File: src/rtl/i2c_pkg.sv
// Shared I2C definitions: command codes and bit-engine FSM states,
// also used by the byte controller above the bit engine.
package i2c_pkg;

    localparam logic [1:0] CMD_START = 2'd0;
    localparam logic [1:0] CMD_STOP  = 2'd1;
    localparam logic [1:0] CMD_WR    = 2'd2;
    localparam logic [1:0] CMD_RD    = 2'd3;

    typedef enum logic [3:0] {
        IDLE,
        ST_A,
        ST_B,
        RS_LOW,
        RS_HIGH,
        BIT_LOW,
        BIT_HIGH,
        SP_LOW,
        SP_HIGH,
        SP_FREE
    } i2c_state_e;

endpackage

File: src/rtl/i2c_sync2.sv
// Two-flop synchronizer for a deglitched I2C line level.
// Resets to 1, the idle level of an open-drain bus.
module i2c_sync2 (
    input  logic clk,
    input  logic rst_n,
    input  logic d,
    output logic q
);

    logic meta_q;
    logic sync_q;

    always_ff @(posedge clk or negedge rst_n) begin
        if (!rst_n) begin
            meta_q <= 1'b1;
            sync_q <= 1'b1;
        end else begin
            meta_q <= d;
            sync_q <= meta_q;
        end
    end

    assign q = sync_q;

endmodule

File: src/rtl/i2c_bit_tx.sv
// Bit-level I2C transmit engine: times SCL/SDA pull-down enables for START,
// STOP, WR and RD, waits out clock stretching and detects lost arbitration.
//   IDLE     | waiting for a command     ST_A/ST_B  | SDA low, then SCL low
//   RS_LOW   | SCL low, SDA released     RS_HIGH    | SCL released, timing THIGH
//   BIT_LOW  | SCL low, SDA set up       BIT_HIGH   | SCL released, sampling SDA
//   SP_LOW   | SCL and SDA low           SP_HIGH/SP_FREE | SCL up, then SDA up
module i2c_bit_tx
    import i2c_pkg::*;
#(
    parameter int CNT_W = 8
) (
    input  logic             clk,
    input  logic             rstb,
    input  logic             cmd_valid,
    output logic             cmd_ready,
    input  logic [1:0]       cmd,
    input  logic             cmd_bit,
    output logic             rsp_valid,
    output logic             rsp_bit,
    output logic             arb_lost,
    output logic             busy,
    input  logic             scl_in,
    input  logic             sda_in,
    output logic             scl_oe,
    output logic             sda_oe,
    input  logic [CNT_W-1:0] tlow,
    input  logic [CNT_W-1:0] thigh,
    input  logic [CNT_W-1:0] thold
);

    localparam logic [CNT_W-1:0] ONE = {{(CNT_W-1){1'b0}}, 1'b1};

    logic scl_s, sda_s;

    i2c_sync2 u_scl_sync (.clk(clk), .rst_n(rstb), .d(scl_in), .q(scl_s));
    i2c_sync2 u_sda_sync (.clk(clk), .rst_n(rstb), .d(sda_in), .q(sda_s));

    i2c_state_e       state_q, state_d;
    logic [CNT_W-1:0] cnt_q, cnt_d;
    logic [CNT_W-1:0] tlow_q, tlow_d, thigh_q, thigh_d, thold_q, thold_d;
    logic             wr_q, wr_d, bit_q, bit_d;
    logic             scl_oe_q, scl_oe_d, sda_oe_q, sda_oe_d;
    logic             rdy_q, rdy_d, rsp_valid_q, rsp_valid_d;
    logic             rsp_bit_q, rsp_bit_d, arb_q, arb_d, busy_q, busy_d;

    logic [CNT_W-1:0] tlow_in, thigh_in, thold_in, hold_in, hold_eff, elapsed;
    logic             cnt_last;

    assign tlow_in  = (tlow  == '0) ? ONE : tlow;
    assign thigh_in = (thigh == '0) ? ONE : thigh;
    assign thold_in = (thold == '0) ? ONE : thold;
    // SDA must settle before SCL is released, so the hold is capped at TLOW-1.
    assign hold_in  = (thold_in < tlow_in) ? thold_in : tlow_in - ONE;
    assign hold_eff = (thold_q < tlow_q) ? thold_q : tlow_q - ONE;
    assign elapsed  = tlow_q - cnt_q;
    assign cnt_last = (cnt_q == ONE);

    always_comb begin
        state_d     = state_q;
        cnt_d       = cnt_q;
        tlow_d      = tlow_q;
        thigh_d     = thigh_q;
        thold_d     = thold_q;
        wr_d        = wr_q;
        bit_d       = bit_q;
        scl_oe_d    = scl_oe_q;
        sda_oe_d    = sda_oe_q;
        rsp_valid_d = 1'b0;
        rsp_bit_d   = rsp_bit_q;
        arb_d       = 1'b0;
        busy_d      = busy_q;
        case (state_q)
            IDLE: begin
                if (cmd_valid) begin
                    tlow_d  = tlow_in;
                    thigh_d = thigh_in;
                    thold_d = thold_in;
                    wr_d    = (cmd == CMD_WR);
                    bit_d   = cmd_bit;
                    if (cmd == CMD_START) begin
                        if (busy_q) begin
                            state_d  = RS_LOW;
                            cnt_d    = tlow_in;
                            scl_oe_d = 1'b1;
                            sda_oe_d = 1'b0;
                        end else begin
                            state_d  = ST_A;
                            cnt_d    = thigh_in;
                            busy_d   = 1'b1;
                            scl_oe_d = 1'b0;
                            sda_oe_d = 1'b1;
                        end
                    end else if (busy_q && cmd == CMD_STOP) begin
                        state_d  = SP_LOW;
                        cnt_d    = tlow_in;
                        scl_oe_d = 1'b1;
                        sda_oe_d = 1'b1;
                    end else if (busy_q) begin
                        state_d  = BIT_LOW;
                        cnt_d    = tlow_in;
                        scl_oe_d = 1'b1;
                        if (hold_in == '0) sda_oe_d = (cmd == CMD_WR) ? ~cmd_bit : 1'b0;
                    end
                end
            end
            ST_A: begin
                if (cnt_last) begin
                    state_d  = ST_B;
                    cnt_d    = thold_q;
                    scl_oe_d = 1'b1;
                end else cnt_d = cnt_q - ONE;
            end
            ST_B: begin
                if (cnt_last) state_d = IDLE;
                else cnt_d = cnt_q - ONE;
            end
            RS_LOW: begin
                if (cnt_last) begin
                    state_d  = RS_HIGH;
                    cnt_d    = thigh_q;
                    scl_oe_d = 1'b0;
                end else cnt_d = cnt_q - ONE;
            end
            RS_HIGH: begin
                if (scl_s) begin
                    if (cnt_last) begin
                        state_d  = ST_A;
                        cnt_d    = thigh_q;
                        sda_oe_d = 1'b1;
                    end else cnt_d = cnt_q - ONE;
                end
            end
            BIT_LOW: begin
                if ((elapsed + ONE) >= hold_eff) sda_oe_d = wr_q ? ~bit_q : 1'b0;
                if (cnt_last) begin
                    state_d  = BIT_HIGH;
                    cnt_d    = thigh_q;
                    scl_oe_d = 1'b0;
                end else cnt_d = cnt_q - ONE;
            end
            BIT_HIGH: begin
                // Counter only runs once SCL is seen high, so stretching just pauses it.
                if (scl_s) begin
                    if (wr_q && bit_q && !sda_s) begin
                        state_d     = IDLE;
                        scl_oe_d    = 1'b0;
                        sda_oe_d    = 1'b0;
                        busy_d      = 1'b0;
                        rsp_valid_d = 1'b1;
                        rsp_bit_d   = 1'b0;
                        arb_d       = 1'b1;
                    end else if (cnt_last) begin
                        state_d     = IDLE;
                        scl_oe_d    = 1'b1;
                        rsp_valid_d = 1'b1;
                        rsp_bit_d   = sda_s;
                    end else cnt_d = cnt_q - ONE;
                end
            end
            SP_LOW: begin
                if (cnt_last) begin
                    state_d  = SP_HIGH;
                    cnt_d    = thigh_q;
                    scl_oe_d = 1'b0;
                end else cnt_d = cnt_q - ONE;
            end
            SP_HIGH: begin
                if (scl_s) begin
                    if (cnt_last) begin
                        state_d  = SP_FREE;
                        cnt_d    = thigh_q;
                        sda_oe_d = 1'b0;
                    end else cnt_d = cnt_q - ONE;
                end
            end
            SP_FREE: begin
                if (cnt_last) begin
                    state_d = IDLE;
                    busy_d  = 1'b0;
                end else cnt_d = cnt_q - ONE;
            end
            default: state_d = IDLE;
        endcase
        rdy_d = (state_d == IDLE);
    end

    always_ff @(posedge clk or negedge rstb) begin
        if (!rstb) begin
            state_q     <= IDLE;
            cnt_q       <= '0;
            tlow_q      <= ONE;
            thigh_q     <= ONE;
            thold_q     <= ONE;
            wr_q        <= 1'b0;
            bit_q       <= 1'b0;
            scl_oe_q    <= 1'b0;
            sda_oe_q    <= 1'b0;
            rdy_q       <= 1'b1;
            rsp_valid_q <= 1'b0;
            rsp_bit_q   <= 1'b0;
            arb_q       <= 1'b0;
            busy_q      <= 1'b0;
        end else begin
            state_q     <= state_d;
            cnt_q       <= cnt_d;
            tlow_q      <= tlow_d;
            thigh_q     <= thigh_d;
            thold_q     <= thold_d;
            wr_q        <= wr_d;
            bit_q       <= bit_d;
            scl_oe_q    <= scl_oe_d;
            sda_oe_q    <= sda_oe_d;
            rdy_q       <= rdy_d;
            rsp_valid_q <= rsp_valid_d;
            rsp_bit_q   <= rsp_bit_d;
            arb_q       <= arb_d;
            busy_q      <= busy_d;
        end
    end

    assign cmd_ready = rdy_q;
    assign rsp_valid = rsp_valid_q;
    assign rsp_bit   = rsp_bit_q;
    assign arb_lost  = arb_q;
    assign busy      = busy_q;
    assign scl_oe    = scl_oe_q;
    assign sda_oe    = sda_oe_q;

endmodule

File: config.mk
export PLATFORM = sky130hd
export DESIGN_NAME = i2c_bit_tx
export DESIGN_NICKNAME = d
export VERILOG_FILES = /design/src/rtl/i2c_pkg.sv /design/src/rtl/i2c_sync2.sv /design/src/rtl/i2c_bit_tx.sv
export SDC_FILE = /design/constraint.sdc
export NUM_CORES = 1
export LEC_CHECK = 0
export BUFFER_PORTS_ARGS = -buffer_cell sky130_fd_sc_hd__clkbuf_2
export CAP_MARGIN = 10
export CORE_MARGIN = 2
export CORE_UTILIZATION = 45
export DETAILED_ROUTE_END_ITERATION = 12
export PLACE_DENSITY = 0.7
export SLEW_MARGIN = 5
export SYNTH_ARGS = -nofsm -noshare
export SYNTH_HDL_FRONTEND = slang
export SYNTH_HIERARCHICAL = 1
export SYNTH_SLANG_ARGS = --single-unit
File: constraint.sdc
create_clock -name clk -period 5.8 [get_ports clk]
set_input_delay 1.16 -clock clk [delete_from_list [all_inputs] [get_ports clk]]
set_output_delay 1.16 -clock clk [all_outputs]
set_load 0.1 [all_outputs]
==> results of run 1 <==
[registers in the layout (all words and copies together), names as in the netlist]
register           count
cnt_q                  8
thigh_q                8
thold_q                8
tlow_q                 8
state_q                4
arb_lost               1
bit_q                  1
busy                   1
cmd_ready              1
rsp_bit                1
rsp_valid              1
scl_oe                 1
sda_oe                 1
u_scl_sync/meta_q      1
u_scl_sync/q           1
u_sda_sync/meta_q      1
u_sda_sync/q           1
wr_q                   1
[power groups by stage]
stage          Clock (W)  Sequential (W)  Combinational [W]
5_1_grt         0.000236        0.000752            0.00200
3_3_place_gp           0        0.000723            0.00172
4_1_cts         0.000222        0.000724            0.00179
2_1_floorplan          0        0.000696            0.00139
3_5_place_dp           0        0.000728            0.00178
6_report        0.000216        0.000730            0.00180
[cell families after synthesis]
| kind of cell | share of synthesized area |
|---|---|
| AO/OA/AOI/OAI | 0.241 |
| XOR/XNOR | 0.0364 |
| adder cells (fa/ha/maj) | 0.124 |
| buffers and inverters | 0.0682 |
| flip-flops | 0.302 |
| multiplexers | 0.0691 |
| AND/OR/NAND/NOR | 0.159 |
[cell usage after synthesis, types with 7 or more instances]
| cell type | count |
|---|---|
| nand2_1 | 45 |
| dfrtp_1 | 41 |
| inv_1 | 40 |
| ha_1 | 39 |
| nor2_1 | 32 |
| o21ai_0 | 32 |
| a21oi_1 | 31 |
| mux2_2 | 18 |
| clkbuf_1 | 17 |
| xnor2_1 | 11 |
| a211oi_1 | 8 |
| a21o_1 | 8 |
| dfstp_2 | 8 |
| mux2i_1 | 8 |
| nand2b_1 | 8 |
| nand3_1 | 8 |
| a31oi_1 | 7 |
| nor3_1 | 7 |
| o22ai_1 | 7 |
[layer usage]
metal	global-route usage	vias up	wire, um
met5	0	-	0
met4	0.0558	0	247
met3	0.0316	21	783
met2	0.366	171	5020
met1	0.332	1790	5150
li1	-	1760	-
[layout by cell type (no fill, tap or decap), types with 11 or more instances in the layout]
master | netlist | final
clkbuf_2 | 0 | 38
nor2_1 | 32 | 32
dfrtp_1 | 41 | 41
inv_1 | 40 | 40
mux2_2 | 18 | 18
xnor2_1 | 11 | 11
nand2_1 | 45 | 45
a21oi_1 | 31 | 31
o21ai_0 | 32 | 32
ha_1 | 39 | 39
[final cells by class]
type                    count  area [um2]  share of cell area
multi-input cells         360        2580               0.586
repair buffers             40         205              0.0466
clock buffers               6        82.6              0.0188
clock inverters             2        13.8             0.00313
flip-flops and latches     49        1240               0.281
well taps                 108         135              0.0307
inverters                  40         150              0.0341
[stage by stage]
step	util	instances	hold slack (ns)	power (W)	cell area, um2
global placement	0.491	597	0.345	0.00245	4300
floorplan	-	477	0.345	0.00209	4090
finish	0.502	605	0.356	0.00275	4400
global route	0.502	605	0.365	0.00299	4400
detailed placement	0.491	597	0.347	0.00251	4300
CTS	0.502	605	0.364	0.00274	4400
[worst paths after layout]
kind / depth (start not counted) / end / startpoint / slack (ns)
worst max register to register: 14 / sda_oe / tlow_q[4] / 2.16
worst max-delay path: 14 / sda_oe / tlow_q[4] / 2.16
min in group asynchronous: 2 / arb_lost / rstb / 0.94
worst min-delay path: 0 / u_scl_sync/q / u_scl_sync/meta_q / 0.36
worst min register to register: 0 / u_scl_sync/q / u_scl_sync/meta_q / 0.36
max in group asynchronous: 2 / cnt_q[1] / rstb / 4.42
==> flow_summary.ini, run 1 <==
[timing]
setup_ws_ns = 2.16
max_freq_mhz = 275
max_slew.worst_pin.slew_ns = 0.901
finalHoldViolCount = 0
rsz0062_at_grt = false
fin_setup_tns_ns = 0
fin_skew_ns = 0.00823
post-route-period-util = 0.628
relSlewSlack = 0.399
drv_slew = 0
period_minus_slack_ns = 3.64
final-setup-viol-count = 0

[min_path]
min_path_type = reg2reg

[finish]
drive_gt1_frac = 0.183
final_net_count = 568
area_growth_pct = 7.52
fillCellCount = 864
diodes = 0

[cts]
h-tree-depth = 2
cts_setup_buffers = 0
clk_latency_ns = 0.30
ctsResizeCount = 0
cts_root_buf = clkbuf_8
tritoncts = built
clock_sinks = 49
cts_buffers = 5
cts_hold_buf = 0
cts.path.max_buffers = 2
clk_pin_slew_ns = 0.09

[drt]
vias_per_cell = 6.19
wl_per_cell_um = 18.5
dr_total_vias = 3742
wl_um = 11200
drc = 0
drt_iter0_drc = 336
drt-pass1-iter-count = 5
ant_nets = 0

[synth]
yosysSeqAreaShare = 0.302
postSynthCellCount = 477
yosys.cell_types.count = 70
synth.top_cell.area_share = 0.251
async_reset_ff_frac = 1.00
syn_avg_cell_area_um2 = 8.58
ys_top_cells_by_area = dfrtp_1 (25%), ha_1 (12%), dfstp_2 (5.1%)
yosys.area.top_type = dfrtp_1
ys.flop_type = dfrtp_1
synth_edf_count = 0
syn_nets = 549
syn_area_mm2 = 0.00409
ys_warn_count = 6
synth_seq_cells = 49

[floorplanning]
dieWidth_um = 99.4
ioPinCount = 39
core_area_mm2 = 0.00876
initial_core_util = 0.467
die_area_mm2 = 0.00987
rows = 34
die_h_um = 99.4

[setup_path]
cp_cell_sequence = inv_1 > ha_1 > a21o_1 > a21o_1 > a21oi_1 > o21ai_1 > a21oi_2 > mux2_2 > ha_1 > nand2b_1 > a2111oi_0 > o41ai_1 > a41o_1 > o31ai_1
cp_slowest_cell = dfrtp_1
end_kind = flip-flop
crit_buf_inv = 1
max_stage_delay_ns = 0.46
path_max_fanout = 8
crit_path_start_kind = flip-flop
path_class = reg2reg
arrival_ns = 3.85
cp.required_ns = 6.01
critPathTopFamily = compound AO/OA/AOI/OAI gates

[placement]
gp_congestion = 0.943
port_buffers = 38
hpwl_um = 8700
place_ws_ns = 2.16

[power_and_ir_drop]
power_frac_comb = 0.656
power_frac_clock = 0.078
ir_drop_mv = 0.343
switching_share = 0.502
seqPwrFrac = 0.265
power_density_mw_per_mm2 = 625
p_int_w = 0.00137
switchingPower_w = 0.00138
leakage_nw = 2.04

[global_route]
grt_usage = 0.230
grt_max_degree = 50
first_global_vias = 3514
antenna_found_initial = 0
overflow = 0
grt_first_pass_wirelength_um = 18100

[flow_run]
maxCapViolCount = 0

[outcome]
outcome = completed
(Power assumes the default switching activity.)
==> inputs of run 2 (changes only) <==
==> constraint.sdc (replaced) <==
create_clock -name clk -period 3.7 [get_ports clk]
set_input_delay 0.74 -clock clk [delete_from_list [all_inputs] [get_ports clk]]
set_output_delay 0.74 -clock clk [all_outputs]
set_load 0.1 [all_outputs]
==> flow_summary.ini, run 2 (same netlist as run 1, synthesis figures left out) <==
[drt]
dr_total_vias = 3742
drt-pass1-iter-count = 7
ant_nets = 0
wl_per_cell_um = 18.6
drt_iter0_drc = 376
drc = 0
vias_per_cell = 6.14
wl_um = 11300

[finish]
area_growth_pct = 9.23
layout_common_cells = nand2_1 (45), dfrtp_1 (41), inv_1 (40)
multiInputGateArea_mm2 = 0.00260
final_common_cell = nand2_1
regArea_mm2 = 0.00124
final_net_count = 572
drive_gt1_frac = 0.198
diodes = 0
fillCellCount = 855

[setup_path]
path_class = reg2reg
rrSetupSlack_ns = 0.24
cp_cell_sequence = inv_1 > ha_1 > a21o_1 > a21o_1 > a21oi_1 > o21ai_1 > a21oi_2 > mux2_2 > ha_1 > nand2b_1 > a2111oi_0 > o41ai_2 > a41o_1 > o31ai_1
arrival_ns = 3.69
reg2reg_from = tlow_q[4]
crit_start = tlow_q[4]
cp.required_ns = 3.93
crit_path_start_kind = flip-flop
cp_slowest_cell = a2111oi_0
max_stage_delay_ns = 0.54
path_max_fanout = 6
end_kind = flip-flop

[power_and_ir_drop]
ir_drop_mv = 0.493
power_density_mw_per_mm2 = 1010
leakage_nw = 2.07

[global_route]
grt_max_degree = 38
antenna_found_initial = 0
overflow = 0
grt_usage = 0.235
first_global_vias = 3476
grt_first_pass_wirelength_um = 18300

[placement]
hpwl_um = 8910
gp_congestion = 0.922
port_buffers = 38

[timing]
finalHoldViolCount = 0
fin_setup_tns_ns = 0
relSlewSlack = 0.408
max_slew.worst_pin.slew_ns = 0.881
max_freq_mhz = 289
period_minus_slack_ns = 3.46
rsz0062_at_grt = false
final-setup-viol-count = 0
drv_slew = 0
post-route-period-util = 0.936
fin_skew_ns = 0.00928
whs_ns = 0.363

[cts]
cts_buffers = 5
clk_latency_ns = 0.32
clock_sinks = 49
cts_root_buf = clkbuf_8
tritoncts = built
clk_pin_slew_ns = 0.10
h-tree-depth = 2
cts.path.max_buffers = 2

[floorplanning]
rows = 34
dieWidth_um = 99.4
ioPinCount = 39
initial_core_util = 0.467
core_area_mm2 = 0.00876
die_area_mm2 = 0.00987
die_h_um = 99.4

[min_path]
min_from = u_sda_sync/meta_q
min_path_type = reg2reg

[outcome]
outcome = completed

[flow_run]
maxCapViolCount = 0
run 2: cell types whose count changed in the layout (fill, tap and decap cells not counted), sizes merged:
cell and change:
buf +4, clkinv -2, inv +2, bufinv +1, clkbuf -1
run 2: final cells by class:
type | instances | share of cell area
Tap cell | 108 | 0.0302
Inverter | 40 | 0.0336
Sequential cell | 49 | 0.277
Multi-Input combinational cell | 360 | 0.581
Timing Repair Buffer | 44 | 0.0526
Clock inverter | 3 | 0.0106
Clock buffer | 5 | 0.0154
run 2: worst max-delay path: cells and delay by family (launching register included):
family                   cells  cell delay (ns)
buffers and inverters        1             0.10
AND/OR/NAND/NOR              1             0.14
flip-flops                   1             0.47
AO/OA/AOI/OAI                9             1.74
multiplexers                 1             0.35
adder cells (fa/ha/maj)      2             0.58
run 2: path summary, 6_finish.rpt:
kind,depth (start not counted),to
setup / recovery,14,sda_oe
hold / removal,0,u_sda_sync/q
min in group asynchronous,1,scl_oe
hold reg to reg,0,u_sda_sync/q
setup reg to reg,14,sda_oe
max in group asynchronous,2,thold_q[0]
run 2: through the flow:
step	instance area (um2)	std cells	worst slack, ns	total power, W	utilization
finish	4470	609	0.238	0.00451	0.510
global route	4470	609	0.00556	0.00495	0.510
CTS	4440	608	0.0677	0.00439	0.507
detailed placement	4330	600	0.118	0.00397	0.494
global placement	4330	600	0.308	0.00387	0.494
floorplan	4090	477	0.396	0.00328	-
run 2: layer usage:
layer | GRT usage | up-vias | share of wire
met1 | 0.339 | 1788 | 0.46
met3 | 0.0365 | 16 | 0.063
li1 | - | 1782 | -
met2 | 0.369 | 156 | 0.46
met5 | 0 | - | 0
met4 | 0.0632 | 0 | 0.017
run 2: timing repair:
item	in CTS	in global routing
buffers inserted	0	1
setup endpoints to repair	0	1
hold buffers	0	0
gates resized for setup	0	5
run 2: power by group:
group / switching, W / internal [W]
combinational: 0.00172 / 0.00127
clock: 0.000205 / 0.000207
sequential: 0.000328 / 0.000778
==> inputs of run 3 (changes only) <==
--- a/config.mk
+++ b/config.mk
@@ -5,12 +5,12 @@
 export SDC_FILE = /design/constraint.sdc
 export NUM_CORES = 1
 export LEC_CHECK = 0
-export BUFFER_PORTS_ARGS = -buffer_cell sky130_fd_sc_hd__clkbuf_2
 export CAP_MARGIN = 10
 export CORE_MARGIN = 2
 export CORE_UTILIZATION = 45
 export DETAILED_ROUTE_END_ITERATION = 12
-export PLACE_DENSITY = 0.7
+export DONT_BUFFER_PORTS = 1
+export PLACE_DENSITY = 0.67
 export SLEW_MARGIN = 5
 export SYNTH_ARGS = -nofsm -noshare
 export SYNTH_HDL_FRONTEND = slang
==> flow_summary.ini, run 3 (same netlist as run 1, synthesis figures left out) <==
[outcome]
outcome = completed

[finish]
area_growth_pct = 3.85
fillCellCount = 859
final_common_cell = nand2_1
finalNonFillerCells = 572
final_cell_area_mm2 = 0.00425
final_core_util = 0.485
drive_gt1_frac = 0.129
final_net_count = 535
layout_common_cells = nand2_1 (45), dfrtp_1 (41), inv_1 (40)
diodes = 0

[timing]
period_minus_slack_ns = 3.47
finalHoldViolCount = 0
max_slew.worst_pin.slew_ns = 0.983
max_freq_mhz = 288
fin_setup_tns_ns = 0
rsz0062_at_grt = false
final-setup-viol-count = 0
post-route-period-util = 0.938
whs_ns = 0.110
fin_skew_ns = 0.00638
relSlewSlack = 0.344
drv_slew = 0

[power_and_ir_drop]
power_frac_clock = 0.077
switchingPower_w = 0.00218
leakage_nw = 1.90
seqPwrFrac = 0.277
switching_share = 0.500
power_frac_comb = 0.646
power_density_mw_per_mm2 = 1020
p_int_w = 0.00218
ir_drop_mv = 0.412

[global_route]
grt_first_pass_wirelength_um = 17800
antenna_found_initial = 1
overflow = 0
grt_usage = 0.230
grt_max_degree = 50
first_global_vias = 3432

[cts]
ctsResizeCount = 0
cts.path.max_buffers = 2
cts_buffers = 5
cts_hold_buf = 0
h-tree-depth = 2
cts_setup_buffers = 0
clock_sinks = 49
clk_latency_ns = 0.31
cts_root_buf = clkbuf_8
tritoncts = built
clk_pin_slew_ns = 0.10

[floorplanning]
core_area_mm2 = 0.00876
ioPinCount = 39
initial_core_util = 0.467
die_h_um = 99.4
die_area_mm2 = 0.00987
rows = 34
dieWidth_um = 99.4

[drt]
drc = 0
wl_um = 11100
wl_per_cell_um = 19.5
drt_iter0_drc = 382
drt-pass1-iter-count = 6
dr_total_vias = 3638
ant_nets = 0
vias_per_cell = 6.36

[min_path]
min_path_type = in2async

[setup_path]
end_kind = flip-flop
cp.required_ns = 3.92
crit_start = tlow_q[4]
rrSetupSlack_ns = 0.23
crit_path_start_kind = flip-flop
reg2reg_from = tlow_q[4]
arrival_ns = 3.70
path_max_fanout = 6
path_class = reg2reg

[placement]
place_area_mm2 = 0.00415
hpwl_um = 8600
gp_congestion = 0.949
post-place-cells = 564
port_buffers = 0

[flow_run]
maxCapViolCount = 0
-- run 3: per-stage QoR --
stage               power (W)  setup slack, ns
finish                0.00436            0.229
floorplan             0.00328            0.396
CTS                   0.00429            0.194
detailed placement    0.00394            0.202
global placement      0.00385            0.316
global route          0.00478           0.0210
-- run 3: cell type report --
type	count	area, um2	area share
Sequential cell	49	1240	0.291
Multi-Input combinational cell	360	2590	0.608
Inverter	40	150	0.0353
Clock buffer	5	68.8	0.0162
Timing Repair Buffer	7	52.6	0.0124
Tap cell	108	135	0.0318
Clock inverter	3	21.3	0.00500
-- run 3: critical path: stages, from the launching register on --
cell	delay (ns)
dfrtp_1	0.46
inv_1	0.09
ha_1	0.32
a21o_1	0.16
a21o_1	0.17
a21oi_1	0.14
o21ai_1	0.09
a21oi_2	0.29
mux2_2	0.38
ha_1	0.27
nand2b_1	0.13
a2111oi_0	0.43
o41ai_1	0.15
a41o_1	0.24
o31ai_1	0.06
-- run 3: routing by layer --
metal  global-route usage  vias up  routed length, um
met5                    0        -                  0
met4               0.0864        0                375
met3               0.0478       29                897
met2                0.358      176               5000
met1                0.318     1738               4860
li1                     -     1695                  -
-- run 3: path summary, 6_finish.rpt --
check / endpoint / cells past startpoint
hold / removal: cnt_q[3] / 0
max in group asynchronous: thold_q[0] / 0
min in group clk: u_sda_sync/q / 0
setup / recovery: sda_oe / 14
setup reg to reg: sda_oe / 14
hold reg to reg: u_sda_sync/q / 0
-- run 3: power groups by stage --
stage                     Sequential, W  Clock, W  Combinational, W
after floorplan                 0.00109         0           0.00218
after global placement          0.00120         0           0.00266
after detailed placement        0.00120         0           0.00274
after CTS                       0.00119  0.000343           0.00276
after global routing            0.00123  0.000355           0.00319
final                           0.00121  0.000335           0.00281
